[config.mk]
export PLATFORM = sky130hd
export DESIGN_NAME = hazard_ctrl_flat
export DESIGN_NICKNAME = d
export VERILOG_FILES = /design/src/rtl/hazard_ctrl_pkg.sv /design/src/rtl/hazard_ctrl_if.sv /design/src/rtl/hazard_ctrl.sv /design/src/flat_wrapper.sv
export SDC_FILE = /design/constraint.sdc
export NUM_CORES = 1
export LEC_CHECK = 0
export ABC_AREA = 1
export BUFFER_PORTS_ARGS = -buffer_cell sky130_fd_sc_hd__buf_2
export CAP_MARGIN = 20
export CORE_MARGIN = 5
export CORE_UTILIZATION = 55
export CTS_BUF_LIST = sky130_fd_sc_hd__clkbuf_2 sky130_fd_sc_hd__clkbuf_4 sky130_fd_sc_hd__clkbuf_8
export DETAILED_ROUTE_END_ITERATION = 8
export PLACE_DENSITY = 0.83
export SYNTH_ARGS = -nofsm -noshare
export SYNTH_HDL_FRONTEND = slang
export SYNTH_SLANG_ARGS = --single-unit
[constraint.sdc]
create_clock -name clk -period 4.1 [get_ports clk]
set_input_delay 0.82 -clock clk [delete_from_list [all_inputs] [get_ports clk]]
set_output_delay 0.82 -clock clk [all_outputs]
set_load 0.005 [all_outputs]
[src/rtl/hazard_ctrl_pkg.sv]
// Shared types for the pipeline hazard controller: FSM state, control bundle, helpers.
package hazard_ctrl_pkg;

   localparam int unsigned RegAddrW = 5;

   typedef logic [RegAddrW-1:0] reg_addr_t;

   // Encoding is visible on the debug state port, so values are pinned.
   typedef enum logic [1:0] {
      StIdle    = 2'd0,
      StMduWait = 2'd1
   } hazard_state_e;

   // One bit per pipeline-register enable/clear driven by the controller.
   typedef struct packed {
      logic stall_if;
      logic stall_id;
      logic stall_ex;
      logic flush_id;
      logic flush_ex;
      logic bubble_mem;
   } hazard_ctrl_t;

   localparam hazard_ctrl_t CtrlNone = '0;

   // Wrong-path squash of IF/ID and ID/EX; fetch continues from the new PC.
   localparam hazard_ctrl_t CtrlRedirect = '{
      stall_if: 1'b0, stall_id: 1'b0, stall_ex: 1'b0,
      flush_id: 1'b1, flush_ex: 1'b1, bubble_mem: 1'b0
   };

   // Hold the consumer in ID for one cycle and inject a bubble behind the load.
   localparam hazard_ctrl_t CtrlLoadUse = '{
      stall_if: 1'b1, stall_id: 1'b1, stall_ex: 1'b0,
      flush_id: 1'b0, flush_ex: 1'b1, bubble_mem: 1'b0
   };

   // MDU occupies EX: freeze the front end and EX, feed bubbles into MEM.
   localparam hazard_ctrl_t CtrlMduHold = '{
      stall_if: 1'b1, stall_id: 1'b1, stall_ex: 1'b1,
      flush_id: 1'b0, flush_ex: 1'b0, bubble_mem: 1'b1
   };

   // Last MDU cycle: front end still held, the MDU op advances into MEM.
   localparam hazard_ctrl_t CtrlMduRelease = '{
      stall_if: 1'b1, stall_id: 1'b1, stall_ex: 1'b0,
      flush_id: 1'b0, flush_ex: 1'b0, bubble_mem: 1'b0
   };

   // A source only depends on a producer when it is actually read and rd is not x0.
   function automatic logic src_hit(logic used, reg_addr_t rs, reg_addr_t rd);
      return used && (rd != '0) && (rs == rd);
   endfunction

endpackage

[src/rtl/hazard_ctrl_if.sv]
// Bundle between the pipeline (master) and the hazard controller (slave).
interface hazard_ctrl_if #(
   parameter int unsigned CNT_W = 32
);

   // Pipeline-side hazard sources
   hazard_ctrl_pkg::reg_addr_t rs1_id;
   hazard_ctrl_pkg::reg_addr_t rs2_id;
   logic                       rs1_used_id;
   logic                       rs2_used_id;
   hazard_ctrl_pkg::reg_addr_t rd_ex;
   logic                       reg_wr_en_ex;
   logic                       mem_rd_ex;
   logic                       mdu_start_ex;
   logic                       mdu_done;
   logic                       branch_taken_ex;

   // Controller-side pipeline-register enables/clears and status
   logic                       stall_if;
   logic                       stall_id;
   logic                       stall_ex;
   logic                       flush_id;
   logic                       flush_ex;
   logic                       bubble_mem;
   logic [1:0]                 state;
   logic                       mdu_timeout;
   logic [CNT_W-1:0]           stall_cycles;

   modport master (
      output rs1_id, rs2_id, rs1_used_id, rs2_used_id, rd_ex, reg_wr_en_ex,
      output mem_rd_ex, mdu_start_ex, mdu_done, branch_taken_ex,
      input  stall_if, stall_id, stall_ex, flush_id, flush_ex, bubble_mem,
      input  state, mdu_timeout, stall_cycles
   );

   modport slave (
      input  rs1_id, rs2_id, rs1_used_id, rs2_used_id, rd_ex, reg_wr_en_ex,
      input  mem_rd_ex, mdu_start_ex, mdu_done, branch_taken_ex,
      output stall_if, stall_id, stall_ex, flush_id, flush_ex, bubble_mem,
      output state, mdu_timeout, stall_cycles
   );

endinterface

[src/rtl/hazard_ctrl.sv]
// Stall/flush side of hazard resolution: load-use bubble, MDU occupancy with
// watchdog, and branch redirect flush. Also counts front-end stall cycles.
module hazard_ctrl
   import hazard_ctrl_pkg::*;
#(
   parameter int unsigned MDU_TIMEOUT = 64,
   parameter int unsigned CNT_W       = 32
) (
   input logic          clk,
   input logic          rst_n,
   hazard_ctrl_if.slave hz
);

   // Watchdog counts 1..MDU_TIMEOUT-1 while waiting, so clog2 bits suffice.
   localparam int unsigned     WdW    = $clog2(MDU_TIMEOUT);
   localparam logic [WdW-1:0]  WdLast = WdW'(MDU_TIMEOUT - 1);

   hazard_state_e    r_state;
   hazard_state_e    w_state_d;
   logic [WdW-1:0]   r_wd_cnt;
   logic [WdW-1:0]   w_wd_cnt_d;
   logic             r_mdu_timeout;
   logic [CNT_W-1:0] r_stall_cycles;

   logic             w_load_use;
   logic             w_mdu_req;
   logic             w_wd_expire;
   logic             w_mdu_release;
   hazard_ctrl_t     w_ctrl;

   // Hazard detection shared by next-state and output logic
   always_comb begin
      w_load_use = hz.mem_rd_ex && hz.reg_wr_en_ex &&
                   (src_hit(hz.rs1_used_id, hz.rs1_id, hz.rd_ex) ||
                    src_hit(hz.rs2_used_id, hz.rs2_id, hz.rd_ex));
      // A result ready in the first EX cycle needs no stall at all.
      w_mdu_req     = hz.mdu_start_ex && !hz.mdu_done;
      w_wd_expire   = (r_state == StMduWait) && !hz.mdu_done && (r_wd_cnt == WdLast);
      w_mdu_release = (r_state == StMduWait) && (hz.mdu_done || w_wd_expire);
   end

   // State and watchdog registers
   always_ff @(posedge clk or negedge rst_n) begin
      if (!rst_n) begin
         r_state  <= StIdle;
         r_wd_cnt <= '0;
      end else begin
         r_state  <= w_state_d;
         r_wd_cnt <= w_wd_cnt_d;
      end
   end

   // Next state: enter MDU_WAIT on an unfinished MDU op, leave on done or watchdog
   always_comb begin
      w_state_d  = r_state;
      w_wd_cnt_d = r_wd_cnt;
      unique case (r_state)
         StIdle: begin
            // Redirect has priority; an MDU op in EX alongside it is impossible.
            if (!hz.branch_taken_ex && w_mdu_req) begin
               w_state_d  = StMduWait;
               w_wd_cnt_d = WdW'(1);
            end
         end
         StMduWait: begin
            if (w_mdu_release) begin
               w_state_d  = StIdle;
               w_wd_cnt_d = '0;
            end else begin
               w_wd_cnt_d = r_wd_cnt + WdW'(1);
            end
         end
         default: begin
            w_state_d  = StIdle;
            w_wd_cnt_d = '0;
         end
      endcase
   end

   // Outputs: pipeline enables/clears, forced quiet while reset is asserted
   always_comb begin
      w_ctrl = CtrlNone;
      if (rst_n) begin
         unique case (r_state)
            StIdle: begin
               if (hz.branch_taken_ex) begin
                  w_ctrl = CtrlRedirect;
               end else if (w_mdu_req) begin
                  w_ctrl = CtrlMduHold;
               end else if (w_load_use) begin
                  w_ctrl = CtrlLoadUse;
               end
            end
            StMduWait: begin
               w_ctrl = w_mdu_release ? CtrlMduRelease : CtrlMduHold;
            end
            default: w_ctrl = CtrlNone;
         endcase
      end
   end

   // Sticky watchdog flag, cleared only by reset
   always_ff @(posedge clk or negedge rst_n) begin
      if (!rst_n) begin
         r_mdu_timeout <= 1'b0;
      end else if (w_wd_expire) begin
         r_mdu_timeout <= 1'b1;
      end
   end

   // Stall-cycle performance counter, wraps naturally
   always_ff @(posedge clk or negedge rst_n) begin
      if (!rst_n) begin
         r_stall_cycles <= '0;
      end else if (w_ctrl.stall_if) begin
         r_stall_cycles <= r_stall_cycles + CNT_W'(1);
      end
   end

   assign hz.stall_if     = w_ctrl.stall_if;
   assign hz.stall_id     = w_ctrl.stall_id;
   assign hz.stall_ex     = w_ctrl.stall_ex;
   assign hz.flush_id     = w_ctrl.flush_id;
   assign hz.flush_ex     = w_ctrl.flush_ex;
   assign hz.bubble_mem   = w_ctrl.bubble_mem;
   assign hz.state        = r_state;
   assign hz.mdu_timeout  = r_mdu_timeout;
   assign hz.stall_cycles = r_stall_cycles;

   // EX holds the MDU op while waiting, so it cannot be redirecting.
   a_no_branch_in_mdu_wait: assert property (
      @(posedge clk) disable iff (!rst_n) (r_state == StMduWait) |-> !hz.branch_taken_ex
   );

   // One instruction in EX cannot be both an MDU op and a taken branch.
   a_start_branch_excl: assert property (
      @(posedge clk) disable iff (!rst_n) !(hz.mdu_start_ex && hz.branch_taken_ex)
   );

endmodule

[src/flat_wrapper.sv]
// flat-port wrapper written by rule: the top's interface ports become plain ports
module hazard_ctrl_flat import hazard_ctrl_pkg::*;
#(
   parameter int unsigned MDU_TIMEOUT = 64,
   parameter int unsigned CNT_W       = 32
)
  (clk, rst_n, hz_rs1_id, hz_rs2_id, hz_rs1_used_id, hz_rs2_used_id, hz_rd_ex, hz_reg_wr_en_ex, hz_mem_rd_ex, hz_mdu_start_ex, hz_mdu_done, hz_branch_taken_ex, hz_stall_if, hz_stall_id, hz_stall_ex, hz_flush_id, hz_flush_ex, hz_bubble_mem, hz_state, hz_mdu_timeout, hz_stall_cycles);
  hazard_ctrl_if #(.CNT_W(CNT_W)) hz_i ();
  input logic clk;
  input logic rst_n;
  input wire logic [$bits(hz_i.rs1_id)-1:0] hz_rs1_id;
  input wire logic [$bits(hz_i.rs2_id)-1:0] hz_rs2_id;
  input wire logic [$bits(hz_i.rs1_used_id)-1:0] hz_rs1_used_id;
  input wire logic [$bits(hz_i.rs2_used_id)-1:0] hz_rs2_used_id;
  input wire logic [$bits(hz_i.rd_ex)-1:0] hz_rd_ex;
  input wire logic [$bits(hz_i.reg_wr_en_ex)-1:0] hz_reg_wr_en_ex;
  input wire logic [$bits(hz_i.mem_rd_ex)-1:0] hz_mem_rd_ex;
  input wire logic [$bits(hz_i.mdu_start_ex)-1:0] hz_mdu_start_ex;
  input wire logic [$bits(hz_i.mdu_done)-1:0] hz_mdu_done;
  input wire logic [$bits(hz_i.branch_taken_ex)-1:0] hz_branch_taken_ex;
  output wire logic [$bits(hz_i.stall_if)-1:0] hz_stall_if;
  output wire logic [$bits(hz_i.stall_id)-1:0] hz_stall_id;
  output wire logic [$bits(hz_i.stall_ex)-1:0] hz_stall_ex;
  output wire logic [$bits(hz_i.flush_id)-1:0] hz_flush_id;
  output wire logic [$bits(hz_i.flush_ex)-1:0] hz_flush_ex;
  output wire logic [$bits(hz_i.bubble_mem)-1:0] hz_bubble_mem;
  output wire logic [$bits(hz_i.state)-1:0] hz_state;
  output wire logic [$bits(hz_i.mdu_timeout)-1:0] hz_mdu_timeout;
  output wire logic [$bits(hz_i.stall_cycles)-1:0] hz_stall_cycles;
  assign hz_i.rs1_id = hz_rs1_id;
  assign hz_i.rs2_id = hz_rs2_id;
  assign hz_i.rs1_used_id = hz_rs1_used_id;
  assign hz_i.rs2_used_id = hz_rs2_used_id;
  assign hz_i.rd_ex = hz_rd_ex;
  assign hz_i.reg_wr_en_ex = hz_reg_wr_en_ex;
  assign hz_i.mem_rd_ex = hz_mem_rd_ex;
  assign hz_i.mdu_start_ex = hz_mdu_start_ex;
  assign hz_i.mdu_done = hz_mdu_done;
  assign hz_i.branch_taken_ex = hz_branch_taken_ex;
  assign hz_stall_if = hz_i.stall_if;
  assign hz_stall_id = hz_i.stall_id;
  assign hz_stall_ex = hz_i.stall_ex;
  assign hz_flush_id = hz_i.flush_id;
  assign hz_flush_ex = hz_i.flush_ex;
  assign hz_bubble_mem = hz_i.bubble_mem;
  assign hz_state = hz_i.state;
  assign hz_mdu_timeout = hz_i.mdu_timeout;
  assign hz_stall_cycles = hz_i.stall_cycles;
  hazard_ctrl #(.MDU_TIMEOUT(MDU_TIMEOUT), .CNT_W(CNT_W)) u_core (.clk(clk), .rst_n(rst_n), .hz(hz_i));
endmodule
==> results.py, run 1 <==
metrics = {
    "setup_path": {
        "cp_top_family": "simple AND/OR/NAND/NOR gates",
        "critPathMaxStageDelay_ps": 220,
        "critPathRequiredTime_ps": 3280,
        "worst-path-buf-inv": 4,
        "slowest_stage": "nand2_8",
        "crit_cells": 12,
        "cp.arrival_ps": 2140,
        "critPathKind": "in2out",
        "rr_worst_depth": 8,
        "crit_path_end_kind": "primary output",
        "worstSetupStartpointType": "input pin",
        "path_cells": "buf_2 > inv_2 > nand2_1 > nand2_1 > nor2_1 > nand3_1 > nand2_2 > nand3_4 > nand2_8 > nand2_4 > inv_1 > buf_2",
        "worstPathMaxFanout": 44,
    },
    "power_and_ir_drop": {
        "ir_worst_vdd_v": 0.000256,
        "power_density_nw_per_um2": 309,
        "clkPwrFrac_pct": 26.4,
        "power_switching_mw": 0.369,
        "power_mw": 1.03,
        "internal_power_mw": 0.666,
        "power_frac_seq_pct": 47.0,
        "p_leak_nw": 1.84,
        "pwr-share-comb_pct": 26.7,
        "swShare_pct": 35.7,
    },
    "global_route": {
        "grt.overflow.total": 0,
        "grtUsageMet1_pct": 28.8,
        "grt.met3_usage_pct": 4.06,
        "grt_antenna_before_repair": 0,
        "busiest_layer": "met2",
        "globalRouteMet2Util_pct": 33.5,
        "grt_pass1_vias": 2769,
        "grt_use_total_pct": 20.9,
        "grt_max_degree": 45,
        "grt_pass1_wl_mm": 12.3,
    },
    "synth": {
        "syn_nets": 477,
        "synth-edff-count": 0,
        "ys_types": 35,
        "ys_ff_latch": 40,
        "synth-async-reset-ratio_pct": 100,
        "yosys_warnings": 0,
        "yosys.area.top_type": "dfrtp_1",
        "ys.flop_type": "dfrtp_1",
        "avgSynthCellArea_sq_um": 6.54,
        "synth_area_sq_um": 2950,
        "synthCells": 451,
        "synth_top_area_share_pct": 34.0,
        "yosysSeqAreaShare_pct": 34.0,
        "yosys-top-cells-area": "dfrtp_1 34%, nand2_1 23%, nand3_1 8.0%",
    },
    "place": {
        "gp_congestion": 0.878,
        "hpwl_mm": 5.29,
        "io_buffers": 63,
    },
    "timing": {
        "setup_viol": 0,
        "hold_viol": 0,
        "tightest_slew_ps": 512,
        "fin_skew_ps": 8.37,
        "slew_viol_final": 0,
        "rsz0062_at_grt": "no",
        "slew_headroom_pct": 65.8,
        "fmax_ghz": 0.338,
        "period_share_pct": 72.1,
        "fin_setup_tns_ps": 0,
        "layout_min_cycle_time_ps": 2960,
    },
    "routing": {
        "ant_nets": 0,
        "drt_iter0_markers": 180,
        "num_vias": 2919,
        "finalWirelength_mm": 6.84,
        "drc": 0,
        "viasPerCell": 5.02,
        "wire_per_inst_microns": 11.8,
        "first_pass_iters": 5,
    },
    "clock_network": {
        "htree_levels": 2,
        "post-cts-setup-buffer-count": 0,
        "clock-root-buffer": "clkbuf_8",
        "insertion_delay_ps": 300,
        "numCtsBuffers": 5,
        "hold_buffers": 0,
        "cts_tree": "built",
        "cts_resized": 0,
        "clk_pin_slew_ps": 80,
        "clock-sinks": 40,
        "clockBufferDepth": 2,
    },
    "floorplanning": {
        "rows": 26,
        "dieArea_sq_um": 6920,
        "initial_core_util_pct": 57.0,
        "placeableCoreArea_sq_um": 5170,
        "die_w_microns": 83.2,
        "ios": 65,
        "die_h_microns": 83.2,
    },
    "final_layout": {
        "syn_to_final_growth_pct": 13.6,
        "final_common_cell": "nand2_1",
        "final_cell_mix": "181 x nand2_1, 63 x buf_2, 54 x inv_1",
        "antenna_cells": 0,
        "fin_nets": 536,
        "final_layout_size_suffix_gt1_share_pct": 19.8,
    },
    "min_path": {
        "holdPathStages": 2,
        "hp-class": "reg2reg",
    },
    "job": {
        "drv_cap": 0,
    },
    "outcome": {
        "outcome": "finished, final reports clean",
    },
}
==> path summary, 6_finish.rpt <==
path	from	slack [ps]	end
max in group asynchronous	rst_n	3130	u_core.hz.stall_cycles[21]
hold / removal	u_core.hz.mdu_timeout	480	u_core.hz.mdu_timeout
min in group asynchronous	rst_n	500	u_core.r_wd_cnt[5]
hold reg to reg	u_core.hz.mdu_timeout	480	u_core.hz.mdu_timeout
setup / recovery	hz_rd_ex[3]	1140	hz_stall_id
setup reg to reg	u_core.hz.stall_cycles[0]	2370	u_core.hz.stall_cycles[28]
==> cell type report <==
class / instances / area (sq um)
fill: 467 / 1820
multi-input combinational: 338 / 1610
sequential: 40 / 1000
timing repair buffer: 65 / 330
inverter: 60 / 225
tap: 70 / 87.6
clock buffer: 6 / 82.6
clock inverter: 2 / 10.0
==> logic make-up (layout without fill, tap and decap cells) <==
family | count (synthesis) | in the layout | share of synthesized area (%)
AO/OA/AOI/OAI | 10 | 10 | 2.04
XOR/XNOR | 12 | 12 | 3.57
adder cells (fa/ha/maj) | 2 | 2 | 0.849
buffers and inverters | 73 | 133 | 11.3
flip-flops | 40 | 40 | 34.0
other | 1 | 1 | 0.127
AND/OR/NAND/NOR | 313 | 313 | 48.1
==> state kept, by name, indices dropped and copies added (netlist names) <==
name	cells
u_core.hz.mdu_timeout	1
u_core.hz.stall_cycles	32
u_core.hz.state	1
u_core.r_wd_cnt	6
==> power by group through the flow <==
stage	sequential, mW	clock [mW]	combinational, mW
4_1_cts	0.485	0.279	0.279
3_5_place_dp	0.493	0	0.277
2_1_floorplan	0.487	0	0.224
6_report	0.486	0.273	0.276
3_3_place_gp	0.490	0	0.269
5_1_grt	0.492	0.300	0.314
==> worst reg2reg max path, cell delays in order, from the launching register on <==
cell	delay, ps
dfrtp_1	450
ha_1	310
nand3_2	160
nor3b_1	340
nand2_1	100
nand2_1	60
nand2_1	60
nand3_1	80
nand2_1	60
==> cells in the mapped netlist (2+ instances only) <==
cell type and instances:
nand2_1 181, inv_1 54, nand3_1 47, dfrtp_1 40, nor2_1 39, nor2_2 9
nand4_1 8, nor3_1 8, xor2_1 7, buf_6 6, inv_2 5, nand3b_1 5
xnor2_1 5, nand2_2 4, o21ai_0 4, buf_2 3, buf_4 3, a21oi_1 2
ha_1 2, nand3_2 2, nand3_4 2, nor2_4 2
==> routing by layer <==
metal,routed length (microns),up-vias,part of all wire [%]
met5,0,-,0
li1,-,1519,-
met3,401,5,5.9
met4,70,0,1.0
met1,3270,1318,48
met2,3100,77,45
==> metrics by stage <==
step | std cells | utilization, % | hold WS (ps) | area [sq um] | worst slack, ps
finish | 581 | 64.8 | 476 | 3350 | 1140
global route | 581 | 64.8 | 526 | 3350 | 909
CTS | 581 | 64.8 | 473 | 3350 | 1130
detailed placement | 573 | 63.0 | 455 | 3260 | 1120
global placement | 573 | 63.0 | 445 | 3260 | 1190
floorplan | 451 | - | 458 | 2950 | 1540
(Power assumes the default switching activity.)
==> run 2, diff against run 1 <==
clock period = 2.77 ns   (was 4.1 ns; I/O delays follow)
==> run 2 against run 1 <==
Combinational power rose by 49%. Die area unchanged. Global-route usage is 0.10 points higher. Hold slack worse by 390 ps. Core utilization is 0.60 points higher. Register-to-register slack lost 1400 ps. Critical path depth shrank 3. Worst setup slack worse by 630 ps. Largest cell class unchanged.
==> results.py, run 2 (same netlist as run 1, synthesis figures left out) <==
metrics = {
    "outcome": {
        "outcome": "finished, final reports clean",
    },
    "timing": {
        "period_share_pct": 81.5,
        "setup_viol": 0,
        "fin_skew_ps": 8.32,
        "hold_viol": 0,
        "fin_setup_tns_ps": 0,
        "layout_min_cycle_time_ps": 2260,
        "rsz0062_at_grt": "no",
        "slew_viol_final": 0,
        "holdWs_ps": 88.8,
        "fmax_ghz": 0.443,
    },
    "place": {
        "hpwl_mm": 5.29,
        "io_buffers": 63,
        "gp_congestion": 0.880,
        "dp_cells": 573,
    },
    "min_path": {
        "hp-class": "in2async",
    },
    "setup_path": {
        "crit_path_end_kind": "primary output",
        "rr_worst_depth": 8,
        "worstSetupStartpointType": "flop",
        "cp_top_family": "simple AND/OR/NAND/NOR gates",
        "cp.arrival_ps": 1700,
        "critPathKind": "reg2out",
        "rr_endpoint": "u_core.hz.stall_cycles[28]",
        "r2r_setup_slack_ps": 990,
        "slowest_stage": "dfrtp_1",
        "path_cells": "ha_1 > nand3_1 > nor2_1 > nand3_1 > nand2_1 > nand2_1 > inv_1 > nor3_1 > buf_2",
        "critPathMaxStageDelay_ps": 420,
        "worst-path-buf-inv": 2,
        "critPathRequiredTime_ps": 2220,
        "r2r_start": "u_core.hz.stall_cycles[0]",
        "crit_start": "u_core.r_wd_cnt[0]",
        "worstPathMaxFanout": 4,
    },
    "clock_network": {
        "numCtsBuffers": 5,
        "htree_levels": 2,
        "clk_pin_slew_ps": 80,
        "clock-root-buffer": "clkbuf_8",
        "clockBufferDepth": 2,
        "cts_resized": 0,
        "clock-sinks": 40,
        "hold_buffers": 0,
        "insertion_delay_ps": 290,
        "post-cts-setup-buffer-count": 0,
        "cts_tree": "built",
    },
    "routing": {
        "drc": 0,
        "wire_per_inst_microns": 11.7,
        "drt_iter0_markers": 270,
        "first_pass_iters": 4,
        "num_vias": 2906,
        "finalWirelength_mm": 6.80,
        "ant_nets": 0,
        "viasPerCell": 5.00,
    },
    "power_and_ir_drop": {
        "p_leak_nw": 1.85,
        "power_switching_mw": 0.537,
        "ir_worst_vdd_v": 0.000468,
        "power_frac_seq_pct": 44.8,
        "internal_power_mw": 1.07,
        "power_mw": 1.61,
        "pwr-share-comb_pct": 25.7,
        "clkPwrFrac_pct": 29.5,
        "power_density_nw_per_um2": 475,
        "swShare_pct": 33.4,
    },
    "final_layout": {
        "fin_nets": 536,
        "antenna_cells": 0,
        "fin_cells": 581,
        "fillCellCount": 463,
        "syn_to_final_growth_pct": 14.7,
        "final_common_cell": "nand2_1",
        "final_cell_mix": "181 x nand2_1, 63 x buf_2, 54 x inv_1",
        "final_layout_size_suffix_gt1_share_pct": 19.8,
        "postLayoutCoreUtil_pct": 65.4,
        "largest_reg_flops": 32,
    },
    "global_route": {
        "grt_max_degree": 61,
        "grt_pass1_vias": 2821,
        "grt_antenna_before_repair": 0,
        "grt_pass1_wl_mm": 12.5,
        "grt_use_total_pct": 21.0,
        "grt.overflow.total": 0,
    },
    "floorplanning": {
        "placeableCoreArea_sq_um": 5170,
        "initial_core_util_pct": 57.0,
        "rows": 26,
        "ios": 65,
        "dieArea_sq_um": 6920,
        "die_h_microns": 83.2,
        "die_w_microns": 83.2,
    },
    "job": {
        "drv_cap": 0,
    },
}
==> run 2: cell types whose count changed in the layout (fill, tap and decap cells not counted), sizes merged <==
cell    before  now
clkinv       3    2
bufinv       0    1
==> run 2: metal layers <==
layer,up-vias,GRT usage [%],part of all wire [%]
met2,77,35.3,46
met3,7,5.25,6.5
met4,0,5.20,1.2
met1,1308,27.0,46
met5,-,0,0
li1,1514,-,-
==> run 2: cell type report <==
cell class              count  area, sq um  share of cell area (%)
clock buffers               6         76.3                    2.26
clock inverters             2         35.0                    1.04
inverters                  60          225                    6.66
multi-input cells         338         1610                    47.7
flip-flops and latches     40         1000                    29.6
well taps                  70         87.6                    2.59
repair buffers             65          343                    10.1
==> run 2: worst max-delay path by stage <==
stage / to / slack [ps] / cells after the start
finish: hz_bubble_mem / 510 / 9
global route: hz_stall_ex / 390 / 9
CTS: hz_stall_ex / 510 / 9
detailed placement: hz_stall_id / 540 / 12
global placement: hz_stall_id / 600 / 12
floorplan: hz_stall_if / 740 / 12
==> run 2: stage by stage <==
step	setup slack [ps]	instance area, sq um
detailed placement	539	3270
global route	389	3380
floorplan	742	2950
CTS	508	3380
global placement	599	3270
finish	513	3380
==> run 2: power groups by stage <==
stage          clock network (mW)  logic, mW  registers, mW
2_1_floorplan                   0      0.331          0.721
5_1_grt                     0.517      0.470          0.732
3_5_place_dp                    0      0.417          0.729
4_1_cts                     0.484      0.418          0.719
6_report                    0.474      0.412          0.719
3_3_place_gp                    0      0.402          0.725
==> run 3, diff against run 2 <==
clock period = 2.1 ns   (was 2.77 ns; I/O delays follow)
==> run 3 against run 2 <==
Register-to-register slack got worse by 610 ps. Via count up 4.7%. Clock skew is 1.5 ps lower. Die area unchanged. Total power rose by 31%. Core utilization is 1.4 points higher.
==> results.py, run 3 (same netlist as run 1, synthesis figures left out) <==
metrics = {
    "routing": {
        "finalWirelength_mm": 7.40,
        "wire_per_inst_microns": 12.5,
        "drc": 0,
        "drt_iter0_markers": 208,
        "ant_nets": 0,
        "first_pass_iters": 7,
        "num_vias": 3042,
        "viasPerCell": 5.15,
    },
    "final_layout": {
        "final_cell_mix": "181 x nand2_1, 63 x buf_2, 53 x inv_1",
        "final_common_cell": "nand2_1",
        "largest_reg_flops": 32,
        "syn_to_final_growth_pct": 17.2,
        "fin_cells": 591,
        "fin_nets": 546,
        "antenna_cells": 0,
        "final_layout_size_suffix_gt1_share_pct": 22.1,
    },
    "global_route": {
        "grt_use_total_pct": 21.3,
        "grt_pass1_vias": 2847,
        "grt_max_degree": 24,
        "grt_antenna_before_repair": 0,
        "grt.overflow.total": 0,
        "grt_pass1_wl_mm": 12.6,
    },
    "place": {
        "hpwl_mm": 5.56,
        "gp_congestion": 0.908,
        "io_buffers": 63,
        "dp_cells": 577,
    },
    "clock_network": {
        "cts_tree": "built",
        "htree_levels": 2,
        "clock-root-buffer": "clkbuf_8",
        "clk_pin_slew_ps": 70,
        "clockBufferDepth": 2,
        "clock-sinks": 40,
        "numCtsBuffers": 5,
        "insertion_delay_ps": 290,
    },
    "setup_path": {
        "rr_worst_depth": 8,
        "slowest_stage": "dfrtp_1",
        "critPathMaxStageDelay_ps": 390,
        "cp_top_family": "simple AND/OR/NAND/NOR gates",
        "worst-path-buf-inv": 2,
        "crit_path_end_kind": "primary output",
        "path_cells": "ha_2 > nand3_2 > nor2_2 > nand3_2 > nand2_1 > nand2_1 > inv_2 > nor3_2 > buf_2",
        "worstPathMaxFanout": 4,
        "crit_cells": 9,
        "critPathRequiredTime_ps": 1680,
        "worstSetupStartpointType": "flop",
        "cp.arrival_ps": 1660,
        "critPathKind": "reg2out",
    },
    "timing": {
        "period_share_pct": 99.3,
        "fin_skew_ps": 6.85,
        "rsz0062_at_grt": "yes",
        "hold_viol": 0,
        "holdWs_ps": 242,
        "fmax_ghz": 0.480,
        "fin_setup_tns_ps": 0,
        "layout_min_cycle_time_ps": 2080,
        "slew_viol_final": 0,
        "setup_viol": 0,
    },
    "floorplanning": {
        "rows": 26,
        "placeableCoreArea_sq_um": 5170,
        "die_w_microns": 83.2,
        "ios": 65,
        "die_h_microns": 83.2,
        "initial_core_util_pct": 57.0,
        "dieArea_sq_um": 6920,
    },
    "power_and_ir_drop": {
        "power_density_nw_per_um2": 608,
        "pwr-share-comb_pct": 28.2,
        "p_leak_nw": 1.88,
        "power_mw": 2.10,
        "swShare_pct": 35.1,
        "clkPwrFrac_pct": 26.5,
        "power_frac_seq_pct": 45.3,
        "internal_power_mw": 1.36,
        "ir_worst_vdd_v": 0.000646,
        "power_switching_mw": 0.737,
    },
    "min_path": {
        "hp-class": "in2async",
    },
    "job": {
        "drv_cap": 0,
    },
    "outcome": {
        "outcome": "finished, final reports clean",
    },
}
[run 3: changes by cell type in the layout (fill, tap and decap cells not counted), moves of 2 or more]
cell           before  now
buf_4               1   10
dlygate4sd3_1       0    2
nand3_1            47   45
nand3_2             2    4
[run 3: worst register-to-register path, delay by kind of cell (launching register included)]
kind                     cells  cell delay (ps)
AND/OR/NAND/NOR              7              850
adder cells (fa/ha/maj)      1              310
flip-flops                   1              460
[run 3: power groups by stage]
| stage | Sequential (mW) | Combinational, mW | Clock, mW |
|---|---|---|---|
| after floorplan | 0.951 | 0.437 | 0 |
| after global placement | 0.957 | 0.546 | 0 |
| after detailed placement | 0.961 | 0.563 | 0 |
| after CTS | 0.947 | 0.572 | 0.571 |
| after global routing | 0.967 | 0.658 | 0.598 |
| final | 0.951 | 0.591 | 0.557 |
[run 3: area by class of cell]
class	instances	area [sq um]
clock buffers	8	97.6
fillers	437	1720
inverters	60	225
multi-input cells	338	1630
flip-flops and latches	40	1000
well taps	70	87.6
repair buffers	75	410
[run 3: timing repair]
action | CTS | global route
buffers inserted | 0 | 4
endpoints found under the hold margin | 0 | 2
hold buffers | 0 | 2
pin swaps | 0 | 3
resized for setup | 3 | 3
setup endpoints to repair | 2 | 2
[run 3: layer usage]
layer | GRT usage (%) | routed length (microns)
met5 | 0 | 0
met4 | 5.20 | 96
met3 | 3.86 | 523
met2 | 36.4 | 3500
met1 | 27.9 | 3280
[run 3: path summary, 6_finish.rpt]
path,startpoint,end,slack (ps)
setup / recovery,u_core.r_wd_cnt[0],hz_bubble_mem,20
hold / removal,rst_n,u_core.r_wd_cnt[4],240
hold reg to reg,u_core.hz.mdu_timeout,u_core.hz.mdu_timeout,460
max in group asynchronous,rst_n,u_core.r_wd_cnt[5],1330
setup reg to reg,u_core.hz.stall_cycles[0],u_core.hz.stall_cycles[28],380
min in group clk,hz_mdu_done,u_core.r_wd_cnt[4],430
[run 3: stage by stage]
step                utilization [%]  setup WS, ps  cell area [sq um]
finish                         66.8          15.5               3450
global route                   66.8         -84.5               3450
CTS                            65.7          14.6               3400
detailed placement             63.5           227               3290
global placement               63.5           273               3290
floorplan                         -           304               2950
